$ cat src/rtl/i2c_pkg.sv
// Shared types and constants for the I2C transmit byte sequencer.
package i2c_pkg;

  localparam int unsigned BITS_PER_BYTE = 8;
  localparam int unsigned BIT_CNT_W     = $clog2(BITS_PER_BYTE);

  localparam logic I2C_ACK  = 1'b0;
  localparam logic I2C_NACK = 1'b1;

  typedef enum logic [2:0] {
    IDLE,
    LOAD,
    SHIFT,
    ACK_WAIT,
    ACK_HOLD
  } state_e;

  // Upstream status bundle, registered together.
  typedef struct packed {
    logic byte_done;
    logic nack;
    logic underrun;
  } tx_status_t;

endpackage

$ cat src/rtl/i2c_tx_byte_sequencer_if.sv
// Byte handshake and status between the peripheral control FSM (master)
// and the transmit byte sequencer (slave).
interface i2c_tx_byte_sequencer_if;

  logic                                 tx_en;
  logic [i2c_pkg::BITS_PER_BYTE-1:0]    data_in;
  logic                                 data_valid;
  logic                                 data_ready;
  logic                                 byte_done;
  logic                                 nack;
  logic                                 underrun;

  modport master (
    output tx_en, data_in, data_valid,
    input  data_ready, byte_done, nack, underrun
  );

  modport slave (
    input  tx_en, data_in, data_valid,
    output data_ready, byte_done, nack, underrun
  );

endinterface

$ cat src/rtl/i2c_sync_edge.sv
// Multi-stage synchroniser for an asynchronous pad input, with rise/fall
// pulses derived from the synchronised value versus its previous sample.
module i2c_sync_edge #(
  parameter int unsigned SYNC_STAGES = 2
) (
  input  logic clk,
  input  logic reset,
  input  logic i_async,
  output logic o_sync,
  output logic o_rise_c,
  output logic o_fall_c
);

  logic [SYNC_STAGES-1:0] r_sync;
  logic                   r_prev;

  // Reset to the idle (released) bus level so no false edge follows reset.
  always_ff @(posedge clk) begin
    if (reset) begin
      r_sync <= '1;
      r_prev <= 1'b1;
    end else begin
      r_sync <= {r_sync[SYNC_STAGES-2:0], i_async};
      r_prev <= r_sync[SYNC_STAGES-1];
    end
  end

  assign o_sync   = r_sync[SYNC_STAGES-1];
  assign o_rise_c = r_sync[SYNC_STAGES-1] & ~r_prev;
  assign o_fall_c = ~r_sync[SYNC_STAGES-1] & r_prev;

endmodule

$ cat src/rtl/i2c_tx_byte_sequencer.sv
// I2C controller-read transmit stage: shifts bytes MSB-first onto SDA on SCL
// falls and reports the controller ACK/NACK. Clock stretching: I2C_TX_CLOCK_STRETCH_EN.
module i2c_tx_byte_sequencer
  import i2c_pkg::*;
#(
  parameter int unsigned SYNC_STAGES = 2
) (
  input  logic                     clk,
  input  logic                     reset,
  input  logic                     i_scl_in,
  input  logic                     i_sda_in,
  output logic                     o_sda_oe,
  output logic                     o_scl_oe,
  i2c_tx_byte_sequencer_if.slave   bus
);

  localparam logic [BITS_PER_BYTE-1:0] FILL_BYTE = BITS_PER_BYTE'('1);
  localparam logic [BIT_CNT_W-1:0]     LAST_BIT  = BIT_CNT_W'(BITS_PER_BYTE - 1);

  logic w_scl_s, w_scl_rise, w_scl_fall;
  logic w_sda_s, w_sda_rise_unused, w_sda_fall_unused;

  state_e                   r_state,   w_state_nxt;
  logic [BITS_PER_BYTE-1:0] r_shreg,   w_shreg_nxt;
  logic [BIT_CNT_W-1:0]     r_bit_cnt, w_bit_cnt_nxt;
  logic                     r_sda_oe,  w_sda_oe_nxt;
  logic                     r_scl_oe,  w_scl_oe_nxt;
  tx_status_t               r_status,  w_status_nxt;

  i2c_sync_edge #(.SYNC_STAGES(SYNC_STAGES)) u_scl_sync (
    .clk      (clk),
    .reset    (reset),
    .i_async  (i_scl_in),
    .o_sync   (w_scl_s),
    .o_rise_c (w_scl_rise),
    .o_fall_c (w_scl_fall)
  );

  i2c_sync_edge #(.SYNC_STAGES(SYNC_STAGES)) u_sda_sync (
    .clk      (clk),
    .reset    (reset),
    .i_async  (i_sda_in),
    .o_sync   (w_sda_s),
    .o_rise_c (w_sda_rise_unused),
    .o_fall_c (w_sda_fall_unused)
  );

  always_ff @(posedge clk) begin
    if (reset) begin
      r_state   <= IDLE;
      r_shreg   <= FILL_BYTE;
      r_bit_cnt <= '0;
      r_sda_oe  <= 1'b0;
      r_scl_oe  <= 1'b0;
      r_status  <= '0;
    end else begin
      r_state   <= w_state_nxt;
      r_shreg   <= w_shreg_nxt;
      r_bit_cnt <= w_bit_cnt_nxt;
      r_sda_oe  <= w_sda_oe_nxt;
      r_scl_oe  <= w_scl_oe_nxt;
      r_status  <= w_status_nxt;
    end
  end

  // Next-state logic; a dropped tx_en overrides every state and any SCL edge.
  always_comb begin
    w_state_nxt            = r_state;
    w_shreg_nxt            = r_shreg;
    w_bit_cnt_nxt          = r_bit_cnt;
    w_sda_oe_nxt           = r_sda_oe;
    w_scl_oe_nxt           = 1'b0;
    w_status_nxt.byte_done = 1'b0;
    w_status_nxt.nack      = r_status.nack;
    w_status_nxt.underrun  = 1'b0;

    if (!bus.tx_en) begin
      w_state_nxt  = IDLE;
      w_sda_oe_nxt = 1'b0;
    end else begin
      case (r_state)
        IDLE: begin
          w_sda_oe_nxt = 1'b0;
          if (!w_scl_s) begin
            w_state_nxt = LOAD;
          end
        end

        LOAD: begin
          if (bus.data_valid) begin
            w_shreg_nxt   = bus.data_in;
            w_bit_cnt_nxt = '0;
            w_sda_oe_nxt  = ~bus.data_in[BITS_PER_BYTE-1];
            w_state_nxt   = SHIFT;
          end else begin
`ifdef I2C_TX_CLOCK_STRETCH_EN
            w_scl_oe_nxt = 1'b1;
`else
            w_shreg_nxt           = FILL_BYTE;
            w_bit_cnt_nxt         = '0;
            w_sda_oe_nxt          = ~FILL_BYTE[BITS_PER_BYTE-1];
            w_status_nxt.underrun = 1'b1;
            w_state_nxt           = SHIFT;
`endif
          end
        end

        SHIFT: begin
          if (w_scl_fall) begin
            if (r_bit_cnt == LAST_BIT) begin
              w_sda_oe_nxt = 1'b0;
              w_state_nxt  = ACK_WAIT;
            end else begin
              w_shreg_nxt   = {r_shreg[BITS_PER_BYTE-2:0], r_shreg[BITS_PER_BYTE-1]};
              w_bit_cnt_nxt = r_bit_cnt + BIT_CNT_W'(1);
              w_sda_oe_nxt  = ~r_shreg[BITS_PER_BYTE-2];
            end
          end
        end

        ACK_WAIT: begin
          w_sda_oe_nxt = 1'b0;
          if (w_scl_rise) begin
            w_status_nxt.nack      = w_sda_s;
            w_status_nxt.byte_done = 1'b1;
            w_state_nxt            = ACK_HOLD;
          end
        end

        ACK_HOLD: begin
          if (w_scl_fall) begin
            w_state_nxt = (r_status.nack == I2C_ACK) ? LOAD : IDLE;
          end
        end

        default: begin
          w_state_nxt  = IDLE;
          w_sda_oe_nxt = 1'b0;
        end
      endcase
    end
  end

  assign o_sda_oe       = r_sda_oe;
  assign o_scl_oe       = r_scl_oe;
  assign bus.data_ready = (r_state == LOAD);
  assign bus.byte_done  = r_status.byte_done;
  assign bus.nack       = r_status.nack;
  assign bus.underrun   = r_status.underrun;

endmodule

$ cat src/flat_wrapper.sv
// flat-port wrapper written by rule: the top's interface ports become plain ports
module i2c_tx_byte_sequencer_flat import i2c_pkg::*;
#(
  parameter int unsigned SYNC_STAGES = 2
)
  (clk, reset, i_scl_in, i_sda_in, o_sda_oe, o_scl_oe, bus_tx_en, bus_data_in, bus_data_valid, bus_data_ready, bus_byte_done, bus_nack, bus_underrun);
  i2c_tx_byte_sequencer_if bus_i ();
  input  logic clk;
  input  logic reset;
  input  logic i_scl_in;
  input  logic i_sda_in;
  output logic o_sda_oe;
  output logic o_scl_oe;
  input wire logic [$bits(bus_i.tx_en)-1:0] bus_tx_en;
  input wire logic [$bits(bus_i.data_in)-1:0] bus_data_in;
  input wire logic [$bits(bus_i.data_valid)-1:0] bus_data_valid;
  output wire logic [$bits(bus_i.data_ready)-1:0] bus_data_ready;
  output wire logic [$bits(bus_i.byte_done)-1:0] bus_byte_done;
  output wire logic [$bits(bus_i.nack)-1:0] bus_nack;
  output wire logic [$bits(bus_i.underrun)-1:0] bus_underrun;
  assign bus_i.tx_en = bus_tx_en;
  assign bus_i.data_in = bus_data_in;
  assign bus_i.data_valid = bus_data_valid;
  assign bus_data_ready = bus_i.data_ready;
  assign bus_byte_done = bus_i.byte_done;
  assign bus_nack = bus_i.nack;
  assign bus_underrun = bus_i.underrun;
  i2c_tx_byte_sequencer #(.SYNC_STAGES(SYNC_STAGES)) u_core (.clk(clk), .reset(reset), .i_scl_in(i_scl_in), .i_sda_in(i_sda_in), .o_sda_oe(o_sda_oe), .o_scl_oe(o_scl_oe), .bus(bus_i));
endmodule
$ cat config.mk
export PLATFORM = sky130hd
export DESIGN_NAME = i2c_tx_byte_sequencer_flat
export DESIGN_NICKNAME = d
export VERILOG_FILES = /design/src/rtl/i2c_pkg.sv /design/src/rtl/i2c_tx_byte_sequencer_if.sv /design/src/rtl/i2c_sync_edge.sv /design/src/rtl/i2c_tx_byte_sequencer.sv /design/src/flat_wrapper.sv
export SDC_FILE = /design/constraint.sdc
export NUM_CORES = 1
export LEC_CHECK = 0
export ABC_AREA = 1
export BUFFER_PORTS_ARGS = -buffer_cell sky130_fd_sc_hd__buf_2
export CORE_ASPECT_RATIO = 1.25
export CORE_MARGIN = 2
export CORE_UTILIZATION = 39
export DETAILED_ROUTE_END_ITERATION = 8
export PLACE_DENSITY = 0.67
export SETUP_SLACK_MARGIN = 0.02
export SLEW_MARGIN = 5
export SYNTH_ARGS = -nofsm -noshare
export SYNTH_HDL_FRONTEND = slang
export SYNTH_HIERARCHICAL = 1
export SYNTH_SLANG_ARGS = --single-unit
$ cat constraint.sdc
create_clock -name clk -period 1.4 [get_ports clk]
set_input_delay 0.28 -clock clk [delete_from_list [all_inputs] [get_ports clk]]
set_output_delay 0.28 -clock clk [all_outputs]
set_load 0.005 [all_outputs]
# == After elaboration in Yosys (flattened, before gate mapping) ==
# Index checks and enable logic that the tools add are counted.
# totals
register_bits,23
# classes
add_sub_neg,1
eq_ne,11
muxes,20
n_bitwise,10
reduce_logical,9
# op_table
op,count
$mux W8,3
$mux W3,7
$pmux W8 S2,1
$pmux W3 S5,1
$ne A2 B2 Y1 const B,5
$not A1 Y1,8
$eq A3 B2 Y1 const B,2
$eq A3 B3 Y1 const B,2
$pmux W3 S2,1
$reduce_or A3 Y1,2
$mux W1,5
$reduce_and A5 Y1,1
$reduce_and A4 Y1,1
$add A3 B1 Y3 const B,1
$eq A3 B1 Y1 const B,1
$logic_not A3 Y1,1
$pmux W1 S3,1
$reduce_and A3 Y1,1
$and A1 B1 Y1,2
$mux W2,1
$ne A2 B1 Y1 const B,1
$reduce_and A2 Y1,1
$reduce_bool A2 Y1,1
$reduce_or A2 Y1,1

# == Logic depth before layout (Yosys ltp) ==
# logic_depth
ltp_word,4
depth_mapped,11
ltp_nobuf,11

# == By module ==
# The synthesis kept the hierarchy.
# modules_own_cells
module,n_inst,cells_per_inst,area_per_inst_um2,seq_area_each_um2
i2c_tx_byte_sequencer,1,150,987.2,360.3
i2c_sync_edge,2,13,97.6,60.1

# == Worst setup path before layout ==
# Ideal clock, no wire load.
# synth_path
path_type,reg-to-reg
from,register u_core.r_bit_cnt[0]
to,register u_core.r_bit_cnt[2]
setup_time_ps,62
arrival_time_ps,1279
required_time_ps,1338
slack_ps,59
path_stages_with_launch,11
n_path_buf,1
period_less_slack_ps,1341
cell_sequence,dfxtp_1 -> ha_1 -> ha_1 -> inv_1 -> nand3_2 -> nand2_2 -> inv_2 -> nor2_4 -> buf_6 -> nor2_2 -> nor2_2
# synth_between
elab_chain_cells,4
# synth_lines
item,line,rtl
"start, declared",i2c_tx_byte_sequencer.sv:25,"logic [BIT_CNT_W-1:0] r_bit_cnt, w_bit_cnt_nxt;"
"start signal, assigned",i2c_tx_byte_sequencer.sv:59,r_bit_cnt <= w_bit_cnt_nxt;
$add A3 B1 Y3,i2c_tx_byte_sequencer.sv:115,w_bit_cnt_nxt = r_bit_cnt + BIT_CNT_W'(1);
$mux W3,i2c_tx_byte_sequencer.sv:110,if (r_bit_cnt == LAST_BIT) begin
$mux W3,i2c_tx_byte_sequencer.sv:109,if (w_scl_fall) begin
$pmux W3 S2,i2c_tx_byte_sequencer.sv:81,case (r_state)
# Several ways; a longest one is shown, not always the timed one. The select of a mux whose other input is x is not followed.
# A chain may end at the register's enable or synchronous reset.

# == Final worst setup path ==
# layout_path
from,register u_core.r_bit_cnt[0]
to,register u_core.r_bit_cnt[1]
# The elaborated chain is that of the path after synthesis.

==> results.json <==
{
  "outcome": "complete, but fails checks",
  "violations": "negative setup slack",
  "rr_startpoint": "u_core/r_bit_cnt[0]",
  "nets": 221,
  "fp.dieArea_mm2": 0.00338,
  "area_growth_syn_to_layout_pct": 32.6,
  "p_int_uw": 890,
  "drtIter0Drc": 26,
  "p_switching_uw": 332,
  "syn_area_mm2": 0.00114,
  "cts_buffer_depth": 2,
  "post-route-util": 0.555,
  "crit_start": "u_core/r_bit_cnt[0]",
  "worstPathArrival_ns": 1.68,
  "core_area_mm2": 0.00273,
  "fmax_ghz": 0.700,
  "clock_power_share": 0.246,
  "drive_gt1_frac": 0.363,
  "start_util": 0.418,
  "rsz0062_at_grt": "true",
  "hold_violations": 0,
  "drv_slew": 0,
  "die_w_um": 52.4,
  "required_ns": 1.65,
  "num_vias": 1104,
  "seq_power_share": 0.571,
  "grt-ovfl-total": 0,
  "postRouteAntennaNets": 0,
  "dp_hpwl_um": 1760,
  "place.gp.congestion": 0.849,
  "swShare": 0.272,
  "avgRoutedWirePerCell_um": 10.4,
  "hold_ws_ns": 0.137,
  "syn-num-nets": 186,
  "path_class": "reg -> reg",
  "path_clk_slew_ns": 0.13,
  "drc": 0,
  "cp-start-kind": "flop",
  "ir_drop_mv": 0.561,
  "min_path_type": "in -> reg",
  "hold_start": "bus_data_valid",
  "grt_start_max_net_pins": 14,
  "die_h_um": 64.5,
  "timing.final.crit_share": 1.02,
  "synth_cells": 170,
  "setup_slack_ns": -0.0284,
  "first_global_vias": 1105,
  "portBuffers": 18,
  "cts_num_sinks": 23,
  "fin_worst_skew_ns": 0.00154,
  "cap_violations": 0,
  "end_kind": "flop",
  "ys.warnings.count": 6,
  "wl_um": 2480,
  "worstSkewPairLatency_ns": 0.30,
  "root_buffer": "clkbuf_4",
  "numCtsBuffers": 3,
  "leakage_nw": 0.744,
  "pre_cts_ws_ns": -0.0544,
  "syn_area_per_cell_um2": 6.73,
  "fp-row-count": 21,
  "power_frac_comb": 0.183,
  "diodes": 0,
  "setup_viol": 13,
  "io_pins": 20,
  "cp_max_fo": 3,
  "vias_per_cell": 4.64,
  "period_needed_ns": 1.43,
  "htreeDepth": 1,
  "drt-pass1-iter-count": 4,
  "power_density_mw_per_mm2": 806,
  "grt_pass1_wl_um": 4200,
  "grtUsageTotal": 0.158,
  "antenna_found_initial": 0,
  "cts_tree": "built"
}
[per-layer routing]
layer	GRT usage	vias to the layer above	wire length, um
met5	0	-	0
met3	0.0207	2	88
met2	0.317	23	1370
met1	0.165	497	1010
met4	0.0385	0	14
li1	-	582	-
[cells in the final DEF, fill, tap and decap left out, types with 2 or more instances in the layout]
cell type	n
nor2_1	10
nor2_4	2
clkbuf_4	3
o21ai_0	9
inv_2	4
ha_4	2
nand2_2	10
dfxtp_4	2
a21oi_1	3
dfxtp_1	18
nor3_1	2
inv_1	19
buf_12	2
buf_4	13
nand3_1	10
nand2_1	54
nand3_2	2
nor2_2	7
buf_2	18
dfxtp_2	3
[worst max-delay path: stages (launching register included)]
cell,delay [ns]
dfxtp_2,0.36
ha_4,0.16
ha_4,0.15
inv_2,0.04
nand3_2,0.09
nand2_2,0.09
inv_2,0.04
nor2_4,0.12
buf_4,0.13
buf_4,0.09
nor2_2,0.03
nor2_2,0.08
[final cells by class]
| class | count | area, um2 |
|---|---|---|
| clock buffer | 3 | 22.5 |
| clock inverter | 1 | 5.00 |
| fill | 275 | 1220 |
| inverter | 24 | 90.1 |
| multi-input combinational | 119 | 629 |
| sequential | 23 | 472 |
| tap | 34 | 42.5 |
| timing repair buffer | 34 | 255 |
[timing repair]
item | in CTS | in global routing
cloned | 1 | 0
hold buffers | 0 | 0
pin swaps | 6 | 1
hold endpoints to repair | 0 | 0
endpoints found under the setup margin | 14 | 16
resized for setup | 22 | 7
setup buffers | 5 | 2
[power by group through the flow]
stage	clock, mW	combinational [mW]	sequential (mW)
6_report	0.301	0.223	0.698
5_1_grt	0.345	0.250	0.701
4_1_cts	0.321	0.217	0.699
3_5_place_dp	0	0.182	0.712
3_3_place_gp	0	0.178	0.712
2_1_floorplan	0	0.126	0.709
[stage by stage]
stage,power [mW],instances,TNS (ns),instance area (um2)
floorplan,0.835,170,0,1140
global placement,0.889,226,0,1320
detailed placement,0.895,226,-0.444,1320
CTS,1.24,236,-0.313,1480
global route,1.30,238,-1.27,1520
finish,1.22,238,-0.201,1520
[path summary, 6_finish.rpt]
| path | to | cells past startpoint | slack (ns) |
|---|---|---|---|
| max | u_core/r_bit_cnt[1] | 11 | -0.03 |
| min | u_core/bus.underrun | 2 | 0.14 |
| max reg2reg | u_core/r_bit_cnt[1] | 11 | -0.03 |
| min reg2reg | u_core/u_sda_sync/r_sync[1] | 2 | 0.43 |
[registers in the layout, summed over array words and instances, names as in the netlist]
signal / cells
u_core/r_state: 3
u_core/bus.byte_done: 1
u_core/bus.nack: 1
u_core/r_shreg: 8
u_core/u_scl_sync/r_prev: 1
u_core/r_bit_cnt: 3
u_core/bus.underrun: 1
u_core/o_sda_oe: 1
u_core/u_scl_sync/r_sync: 2
u_core/u_sda_sync/r_sync: 2
Power figures use the tool's default switching activity.
